$ cat config.mk
export PLATFORM = sky130hd
export DESIGN_NAME = mult_div_unit_flat
export DESIGN_NICKNAME = d
export VERILOG_FILES = /design/src/rtl/mult_div_if.sv /design/src/rtl/mult_div_unit.sv /design/src/flat_wrapper.sv
export SDC_FILE = /design/constraint.sdc
export NUM_CORES = 1
export LEC_CHECK = 0
export ABC_AREA = 1
export CAP_MARGIN = 20
export CORE_MARGIN = 8
export CORE_UTILIZATION = 35
export DETAILED_ROUTE_END_ITERATION = 10
export HOLD_SLACK_MARGIN = 0.1
export PLACE_DENSITY = 0.54
export SLEW_MARGIN = 40
export SYNTH_ARGS = -nofsm -noshare
export SYNTH_HDL_FRONTEND = slang
export SYNTH_SLANG_ARGS = --single-unit
$ cat constraint.sdc
create_clock -name clk -period 2.4 [get_ports clk]
set_input_delay 0.36 -clock clk [delete_from_list [all_inputs] [get_ports clk]]
set_output_delay 0.36 -clock clk [all_outputs]
set_load 0.005 [all_outputs]
$ cat src/rtl/mult_div_if.sv
`default_nettype none
// ============================================================================
//  Module      : mult_div_if
//  Description : Handshake/data bundle between decode/register_file and the
//                HI/LO multiply/divide unit.
//                master modport (decode side) drives:
//                  start, op, operand_a, operand_b,
//                  hilo_write_en, hilo_sel, hilo_write_data
//                slave modport (mult_div_unit) drives:
//                  busy, done, hi, lo
//  Revision    : 1.0  initial release
// ============================================================================
interface mult_div_if #(
    parameter int WIDTH = 32
);
    logic             start;
    logic [1:0]       op;
    logic [WIDTH-1:0] operand_a;
    logic [WIDTH-1:0] operand_b;
    logic             hilo_write_en;
    logic             hilo_sel;
    logic [WIDTH-1:0] hilo_write_data;
    logic             busy;
    logic             done;
    logic [WIDTH-1:0] hi;
    logic [WIDTH-1:0] lo;

    modport master (
        output start, op, operand_a, operand_b,
        output hilo_write_en, hilo_sel, hilo_write_data,
        input  busy, done, hi, lo
    );

    modport slave (
        input  start, op, operand_a, operand_b,
        input  hilo_write_en, hilo_sel, hilo_write_data,
        output busy, done, hi, lo
    );
endinterface
`default_nettype wire

$ cat src/rtl/mult_div_unit.sv
`default_nettype none
// ============================================================================
//  Module      : mult_div_unit
//  Description : Iterative HI/LO multiply/divide unit (MULT/MULTU/DIV/DIVU)
//                owning the architectural HI/LO registers (MFHI/MFLO read,
//                MTHI/MTLO write). IDLE -> ITER (WIDTH steps) -> FIN -> IDLE.
//  Ports       : clk, rst (synchronous, active-high)
//                bus (mult_div_if.slave):
//                  start, op[1:0] (00 MULT, 01 MULTU, 10 DIV, 11 DIVU),
//                  operand_a, operand_b, hilo_write_en, hilo_sel,
//                  hilo_write_data -> busy, done, hi, lo
//  Config      : MULT_FAST_EN - when defined, MULT/MULTU use a native
//                multiplier (latency 2); DIV/DIVU stay iterative.
//  Revision    : 1.0  initial release
// ============================================================================
module mult_div_unit #(
    parameter int WIDTH = 32
) (
    input  wire logic     clk,
    input  wire logic     rst,
    mult_div_if.slave     bus
);
    localparam int CW = $clog2(WIDTH + 1);
    localparam logic [CW-1:0] c_last = CW'(WIDTH - 1);

    localparam logic [1:0] c_idle = 2'd0;
    localparam logic [1:0] c_iter = 2'd1;
    localparam logic [1:0] c_fin  = 2'd2;
`ifdef MULT_FAST_EN
    localparam logic [1:0] c_fast = 2'd3;
`endif

    logic [1:0]         r_state;
    logic [CW-1:0]      r_count;
    logic               r_is_div;
    logic               r_neg_res;   // product/quotient must be negated
    logic               r_neg_rem;   // remainder takes the dividend's sign
    logic               r_div_zero;
    logic [WIDTH-1:0]   r_mcand;     // multiplicand magnitude or divisor magnitude
    logic [2*WIDTH-1:0] r_acc;       // MUL: {partial, multiplier}; DIV: low half = quotient
    logic [WIDTH-1:0]   r_rem;
    logic               r_busy;
    logic               r_done;
    logic [WIDTH-1:0]   r_hi;
    logic [WIDTH-1:0]   r_lo;

    // Operand magnitudes; unsigned ops (op[0]=1) pass raw values through.
    logic               w_signed;
    logic               w_a_neg;
    logic               w_b_neg;
    logic [WIDTH-1:0]   w_a_mag;
    logic [WIDTH-1:0]   w_b_mag;

    assign w_signed = ~bus.op[0];
    assign w_a_neg  = w_signed & bus.operand_a[WIDTH-1];
    assign w_b_neg  = w_signed & bus.operand_b[WIDTH-1];
    assign w_a_mag  = w_a_neg ? -bus.operand_a : bus.operand_a;
    assign w_b_mag  = w_b_neg ? -bus.operand_b : bus.operand_b;

    // Shift-add step: carry out of the upper half lands in the MSB after the shift.
    logic [WIDTH:0] w_mul_sum;
    assign w_mul_sum = {1'b0, r_acc[2*WIDTH-1:WIDTH]}
                     + (r_acc[0] ? {1'b0, r_mcand} : {(WIDTH+1){1'b0}});

    // Restoring divide step: the shifted remainder needs WIDTH+1 bits.
    logic [WIDTH:0] w_div_shift;
    logic [WIDTH:0] w_div_diff;
    assign w_div_shift = {r_rem, r_acc[WIDTH-1]};
    assign w_div_diff  = w_div_shift - {1'b0, r_mcand};

    // Sign fix-up. A zero divisor yields an all-ones quotient regardless of
    // sign; the remainder naturally equals operand_a in that case.
    logic [2*WIDTH-1:0] w_prod;
    logic [WIDTH-1:0]   w_quot;
    logic [WIDTH-1:0]   w_remd;
    assign w_prod = r_neg_res ? -r_acc : r_acc;
    assign w_quot = r_div_zero ? {WIDTH{1'b1}}
                  : (r_neg_res ? -r_acc[WIDTH-1:0] : r_acc[WIDTH-1:0]);
    assign w_remd = r_neg_rem ? -r_rem : r_rem;

    always_ff @(posedge clk) begin
        if (rst) begin
            r_state    <= c_idle;
            r_count    <= '0;
            r_is_div   <= 1'b0;
            r_neg_res  <= 1'b0;
            r_neg_rem  <= 1'b0;
            r_div_zero <= 1'b0;
            r_mcand    <= '0;
            r_acc      <= '0;
            r_rem      <= '0;
            r_busy     <= 1'b0;
            r_done     <= 1'b0;
            r_hi       <= '0;
            r_lo       <= '0;
        end else begin
            r_done <= 1'b0;
            case (r_state)
                c_idle: begin
                    // start has priority; a simultaneous MTHI/MTLO is dropped.
                    if (bus.start) begin
                        r_busy     <= 1'b1;
                        r_count    <= '0;
                        r_is_div   <= bus.op[1];
                        r_neg_res  <= w_a_neg ^ w_b_neg;
                        r_neg_rem  <= bus.op[1] & w_a_neg;
                        r_div_zero <= bus.op[1] & (bus.operand_b == '0);
                        r_rem      <= '0;
                        if (bus.op[1]) begin
                            r_mcand <= w_b_mag;
                            r_acc   <= {{WIDTH{1'b0}}, w_a_mag};
                            r_state <= c_iter;
                        end else begin
                            r_mcand <= w_a_mag;
                            r_acc   <= {{WIDTH{1'b0}}, w_b_mag};
`ifdef MULT_FAST_EN
                            r_state <= c_fast;
`else
                            r_state <= c_iter;
`endif
                        end
                    end else if (bus.hilo_write_en) begin
                        if (bus.hilo_sel) begin
                            r_hi <= bus.hilo_write_data;
                        end else begin
                            r_lo <= bus.hilo_write_data;
                        end
                    end
                end

                c_iter: begin
                    r_count <= r_count + CW'(1);
                    if (r_is_div) begin
                        if (!w_div_diff[WIDTH]) begin
                            r_rem              <= w_div_diff[WIDTH-1:0];
                            r_acc[WIDTH-1:0]   <= {r_acc[WIDTH-2:0], 1'b1};
                        end else begin
                            r_rem              <= w_div_shift[WIDTH-1:0];
                            r_acc[WIDTH-1:0]   <= {r_acc[WIDTH-2:0], 1'b0};
                        end
                    end else begin
                        r_acc <= {w_mul_sum, r_acc[WIDTH-1:1]};
                    end
                    if (r_count == c_last) begin
                        r_state <= c_fin;
                    end
                end

`ifdef MULT_FAST_EN
                c_fast: begin
                    r_acc   <= {{WIDTH{1'b0}}, r_mcand} * {{WIDTH{1'b0}}, r_acc[WIDTH-1:0]};
                    r_state <= c_fin;
                end
`endif

                c_fin: begin
                    if (r_is_div) begin
                        r_lo <= w_quot;
                        r_hi <= w_remd;
                    end else begin
                        r_lo <= w_prod[WIDTH-1:0];
                        r_hi <= w_prod[2*WIDTH-1:WIDTH];
                    end
                    r_done  <= 1'b1;
                    r_busy  <= 1'b0;
                    r_state <= c_idle;
                end

                default: begin
                    r_busy  <= 1'b0;
                    r_state <= c_idle;
                end
            endcase
        end
    end

    assign bus.busy = r_busy;
    assign bus.done = r_done;
    assign bus.hi   = r_hi;
    assign bus.lo   = r_lo;
endmodule
`default_nettype wire

$ cat src/flat_wrapper.sv
// flat-port wrapper written by rule: the top's interface ports become plain ports
module mult_div_unit_flat 
#(
    parameter int WIDTH = 32
)
  (clk, rst, bus_start, bus_op, bus_operand_a, bus_operand_b, bus_hilo_write_en, bus_hilo_sel, bus_hilo_write_data, bus_busy, bus_done, bus_hi, bus_lo);
  mult_div_if #(.WIDTH(WIDTH)) bus_i ();
  input  wire logic clk;
  input  wire logic rst;
  input wire logic [$bits(bus_i.start)-1:0] bus_start;
  input wire logic [$bits(bus_i.op)-1:0] bus_op;
  input wire logic [$bits(bus_i.operand_a)-1:0] bus_operand_a;
  input wire logic [$bits(bus_i.operand_b)-1:0] bus_operand_b;
  input wire logic [$bits(bus_i.hilo_write_en)-1:0] bus_hilo_write_en;
  input wire logic [$bits(bus_i.hilo_sel)-1:0] bus_hilo_sel;
  input wire logic [$bits(bus_i.hilo_write_data)-1:0] bus_hilo_write_data;
  output wire logic [$bits(bus_i.busy)-1:0] bus_busy;
  output wire logic [$bits(bus_i.done)-1:0] bus_done;
  output wire logic [$bits(bus_i.hi)-1:0] bus_hi;
  output wire logic [$bits(bus_i.lo)-1:0] bus_lo;
  assign bus_i.start = bus_start;
  assign bus_i.op = bus_op;
  assign bus_i.operand_a = bus_operand_a;
  assign bus_i.operand_b = bus_operand_b;
  assign bus_i.hilo_write_en = bus_hilo_write_en;
  assign bus_i.hilo_sel = bus_hilo_sel;
  assign bus_i.hilo_write_data = bus_hilo_write_data;
  assign bus_busy = bus_i.busy;
  assign bus_done = bus_i.done;
  assign bus_hi = bus_i.hi;
  assign bus_lo = bus_i.lo;
  mult_div_unit #(.WIDTH(WIDTH)) u_core (.clk(clk), .rst(rst), .bus(bus_i));
endmodule
# Word level (Yosys, flattened, before mapping)
# Cells that the tools add are included.
[word_totals]
regBits = 206
input_bits = 103
out_inout_bits = 66
[classes]
add_sub_neg = 8
eq_ne = 11
n_mux = 36
n_bitwise = 7
reduce_logical = 12
[ops]
columns = ["cell", "n"]
rows = [
  ["$mux 32", 21],
  ["$pmux 32 s2", 3],
  ["$mux 64", 2],
  ["$neg 32->32", 4],
  ["$pmux 64 s2", 1],
  ["$neg 64->64", 1],
  ["$add 32x33->33", 1],
  ["$sub 33x32->33", 1],
  ["$logic_not 32->1", 1],
  ["$ne 2x2->1 const B", 6],
  ["$pmux 6 s2", 1],
  ["$reduce_and 2->1", 4],
  ["$reduce_and 4->1", 2],
  ["$add 6x1->6 const B", 1],
  ["$eq 6x5->1 const B", 1],
  ["$mux 6", 1],
  ["$reduce_and 3->1", 2],
  ["$and 1x1->1", 4],
  ["$mux 2", 2],
  ["$ne 2x1->1 const B", 2],
  ["$pmux 2 s2", 1],
  ["$reduce_bool 2->1", 2],
  ["$mux 1", 3],
  ["$eq 2x1->1 const B", 1],
  ["5 further kinds", 6],
]

# Depth between registers and ports, before layout
[depth]
depth_word = 6
ltp_mapped = 18
depth_no_buf = 17

# Worst setup path before layout
# No wires, ideal clock.
[synth_path]
path_type = "reg2reg"
start = "reg u_core.r_acc[0]"
end = "reg u_core.r_acc[61]"
setup_ps = 132
t_arrival_ps = 2292
required_time_ps = 2268
slack_ps = -25
stages_incl_launch_ff = 18
path_buffers = 2
period_less_slack_ps = 2425
path_cell_list = "dfxtp_1 -> buf_2 -> buf_1 -> nand2_1 -> inv_1 -> ha_1 -> inv_1 -> fa_1 -> o21ai_1 -> nand2_1 -> nand2_1 -> nand3_1 -> nand2_1 -> nand3b_1 -> nand2_1 -> nand2_1 -> nand3_1 -> a21oi_1"
[synth_between]
elab_chain_cells = 4
[synth_lines]
columns = ["element", "line_no", "rtl"]
rows = [
  ["from (decl)", "mult_div_unit.sv:40", "logic [2*WIDTH-1:0] r_acc;"],
  ["from (signal assigned)", "mult_div_unit.sv:111", "r_acc <= {{WIDTH{1'b0}}, w_a_mag};"],
  ["from (signal assigned)", "mult_div_unit.sv:115", "r_acc <= {{WIDTH{1'b0}}, w_b_mag};"],
  ["from (signal, indexed assignment)", "mult_div_unit.sv:136", "r_acc[WIDTH-1:0] <= {r_acc[WIDTH-2:0], 1'b1};"],
  ["$mux 32", "mult_div_unit.sv:63", "+ (r_acc[0] ? {1'b0, r_mcand} : {(WIDTH+1){1'b0}});"],
  ["$add 32x33->33", "mult_div_unit.sv:63", ""],
  ["$mux 32", "mult_div_unit.sv:133", "if (r_is_div) begin"],
  ["$pmux 64 s2", "mult_div_unit.sv:98", "case (r_state)"],
]
# No other way between the ends. The select of a mux whose other input is x is not followed.
# A chain may end at the register's enable or synchronous reset.

# Final worst setup path
[layout_path]
start = "reg u_core.r_acc[31]"
end = "reg u_core.r_rem[3]"
[layout_between]
elab_chain_cells = 4
[layout_lines]
columns = ["element", "line_no", "rtl"]
rows = [
  ["$sub 33x32->33", "mult_div_unit.sv:69", "assign w_div_diff = w_div_shift - {1'b0, r_mcand};"],
  ["$mux 32", "mult_div_unit.sv:134", "if (!w_div_diff[WIDTH]) begin"],
  ["$mux 32", "mult_div_unit.sv:133", ""],
  ["$pmux 32 s2", "mult_div_unit.sv:98", ""],
  ["to (signal assigned)", "mult_div_unit.sv:135", "r_rem <= w_div_diff[WIDTH-1:0];"],
  ["to (signal assigned)", "mult_div_unit.sv:138", "r_rem <= w_div_shift[WIDTH-1:0];"],
  ["to (decl)", "mult_div_unit.sv:41", "logic [WIDTH-1:0] r_rem;"],
]
# No other way between the ends. The select of a mux whose other input is x is not followed.

==> impl_metrics.json <==
{
  "p_leak_nw": 12.48,
  "irDropWorstVdd_uv": 447.9,
  "drive_gt1_share_pct": 18.55,
  "nFillCells": 6170,
  "finalPower_w": 0.01197,
  "grtUsageMet1_pct": 38.82,
  "clkLatencyLatePin_ns": 0.56,
  "core_area_mm2": 0.05639,
  "routed_wl_um": 93230,
  "synth_fp_nets": 3657,
  "gp_congestion": 0.9694,
  "period_needed_ns": 2.389,
  "cts_sinks": 206,
  "final_common_cell": "nand2_1",
  "post-route-cell-area_mm2": 0.02641,
  "slew_viol_final": 0,
  "maxSlewHeadroom_pct": 49.40,
  "synth_area_leader_cell": "dfxtp_1",
  "crit_path_end": "u_core.r_rem[3]",
  "fp.dieH_um": 254.9,
  "end_kind": "register",
  "antenna_cells": 0,
  "htreeDepth": 1,
  "fin_tns_setup_ns": 0,
  "whs_ns": 0.3251,
  "reg2reg_to": "u_core.r_rem[3]",
  "grt.busiest_layer": "met2",
  "combPwrFrac_pct": 36.8,
  "met2_usage_pct": 43.53,
  "grt_pass1_wl_um": 139100,
  "dp.cells": 4602,
  "fin_cells": 4658,
  "vias": 24531,
  "fin_worst_skew_ns": 0.02620,
  "r2r_slack_ns": 0.01,
  "vias_per_cell": 5.266,
  "power.internal_w": 0.007395,
  "ios": 169,
  "die_w_um": 254.9,
  "syn2layout_area_growth_pct": 32.19,
  "hp-class": "input pin to register",
  "dpl_cell_area_mm2": 0.02467,
  "synth_area_per_cell_um2": 5.735,
  "synth_cell_types": 55,
  "grt_use_total_pct": 27.54,
  "netlist_instances": 3483,
  "crit_start": "u_core.r_acc[31]",
  "final_nets": 4061,
  "grt_max_degree": 89,
  "detail_route.drc_violations": 0,
  "met3_usage_pct": 3.421,
  "antenna_found_initial": 1,
  "fp-row-count": 87,
  "syn-cell-area_mm2": 0.01998,
  "dieArea_mm2": 0.06498,
  "p_seq_share_pct": 32.4,
  "critPathKind": "register to register",
  "drtIter0Drc": 2346,
  "clockBufferDepth": 3,
  "setup_viol_count_final": 0,
  "switching_share_pct": 38.24,
  "reg2reg_depth": 18,
  "worstPathRequired_ns": 2.80,
  "cts_buffers": 25,
  "yosys_register_bits": 206,
  "ant_nets": 0,
  "post-route-period-util_pct": 99.53,
  "wl_per_cell_um": 20.01,
  "p_switching_w": 0.004580,
  "power.share.clock_pct": 30.7,
  "post-dp-hpwl_um": 76120,
  "multi_input_area_mm2": 0.01444,
  "port_buffers": 168,
  "power_density_mw_per_mm2": 453.5,
  "cp-start-kind": "register",
  "rsz0062_at_grt": "true",
  "yosysWarningCount": 0,
  "outcome": "finished, final reports clean",
  "max-cap-violations": 0,
  "crit_arrival_ns": 2.79,
  "async_reset_ff_share_pct": 0,
  "seq_area_mm2": 0.004144,
  "grt.overflow.total": 0,
  "path_max_fanout": 7,
  "layout_common_cells": "nand2_1 (1003), inv_1 (389), nor2_1 (334), buf_4 (320), a21oi_1 (279)",
  "first_global_vias": 22812,
  "clk_pin_slew_worst_paths_ns": 0.06,
  "synth-main-ff-cell": "dfxtp_1",
  "max_freq_mhz": 418.7,
  "synth-edff-count": 0,
  "initial_utilization_pct": 35.43,
  "cts_tree": "yes",
  "root_buffer": "clkbuf_16",
  "r2r_start": "u_core.r_acc[31]",
  "tightest_slew_ns": 0.7579,
  "synth_area_leaders": "dfxtp_1 (21%), nand2_1 (20%), a21oi_1 (7.6%)",
  "drtPass1Iterations": 5,
  "hold_viol": 0,
  "synth_top_area_share_pct": 20.64,
  "yosysSeqAreaShare_pct": 20.64
}
## metrics by stage
step / setup slack, ns / utilization, %
2_1_floorplan: 0.08599 / -
4_1_cts: 0.001469 / 45.12
3_5_place_dp: -0.1558 / 43.76
5_1_grt: -0.07862 / 46.83
3_3_place_gp: -0.1733 / 43.75
6_report: 0.01138 / 46.83
## cells by family (layout without fill, tap and decap cells)
group | count (synthesis) | in the layout | synth area share (%)
buffers and inverters | 568 | 986 | 11.32
AOI/OAI and AO/OA | 702 | 702 | 19.82
and+or+nand+nor | 1881 | 1882 | 41.29
adders and majority gates | 71 | 71 | 4.522
xor gates and xnor gates | 55 | 55 | 2.411
DFF | 206 | 206 | 20.64
## power by group through the flow
stage          clock network (W)  logic [W]  registers [W]
3_5_place_dp                   0    0.00414        0.00394
6_report                 0.00368    0.00441        0.00389
5_1_grt                  0.00384    0.00480        0.00391
3_3_place_gp                   0    0.00413        0.00394
4_1_cts                  0.00373    0.00416        0.00387
2_1_floorplan                  0    0.00234        0.00385
## per-layer routing
metal / vias to the layer above / share of wire [%]
li1: 12153 / -
met1: 11318 / 45
met2: 917 / 44
met3: 141 / 6.8
met4: 2 / 3.6
met5: - / 0.021
## Yosys cell counts (19+ instances only)
library cell	number
nand2_1	1048
inv_1	401
nor2_1	363
a21oi_1	302
o21ai_0	244
nand3_1	238
dfxtp_1	206
clkbuf_1	82
ha_1	69
nor3_1	39
a221oi_1	38
nand4_1	37
xor2_1	32
nand2_4	30
nand3b_1	29
inv_2	27
buf_2	26
nand3_2	24
o211ai_1	24
xnor2_1	23
a21oi_2	22
nor2_2	19
## state kept, by name, summed over array words and instances (netlist names)
| register | flops |
|---|---|
| u_core.r_neg_res | 1 |
| u_core.r_mcand | 32 |
| u_core.bus.busy | 1 |
| u_core.r_acc | 64 |
| u_core.r_count | 6 |
| u_core.r_neg_rem | 1 |
| u_core.r_div_zero | 1 |
| u_core.r_is_div | 1 |
| u_core.bus.lo | 32 |
| u_core.r_state | 2 |
| u_core.bus.hi | 32 |
| u_core.bus.done | 1 |
| u_core.r_rem | 32 |
## what timing repair did
| action | in CTS | in global routing |
|---|---|---|
| pin swaps | 1 | 39 |
| gates cloned | 1 | 3 |
| setup endpoints to repair | 33 | 71 |
| resized for setup | 11 | 198 |
| hold buffers | 0 | 0 |
| setup buffers | 0 | 10 |
## cell type report
cell class | instances | area share [%]
clock buffers | 34 | 2.535
clock inverters | 8 | 0.2796
inverters | 434 | 6.169
multi-input cells | 2710 | 54.68
flip-flops and latches | 206 | 15.69
well taps | 756 | 3.582
repair buffers | 510 | 17.06
## worst min-delay path by stage
stage / startpoint / end / depth (start not counted)
after detailed placement: u_core.r_count[5] / u_core.r_count[5] / 1
after global placement: u_core.r_count[5] / u_core.r_count[5] / 1
after global routing: rst / u_core.r_acc[53] / 3
after floorplan: u_core.r_count[5] / u_core.r_count[5] / 1
final: rst / u_core.r_acc[44] / 3
after CTS: rst / u_core.r_acc[59] / 3
## worst max-delay path, stage by stage (launching register included)
cell and delay, ns:
dfxtp_2 0.36, inv_2 0.06, ha_4 0.17, fa_2 0.40, inv_2 0.07, nand2_1 0.04, nand2_1 0.08, nand3_2 0.09
nand2_4 0.11, nand2_4 0.06, nand2_4 0.08, nand2_4 0.08, nand2_4 0.09, nand2_4 0.08, nand2_8 0.13, buf_12 0.15
nand2_2 0.05, nand3_2 0.06, a21oi_1 0.06
No activity file was read; power rests on OpenSTA's default activity.
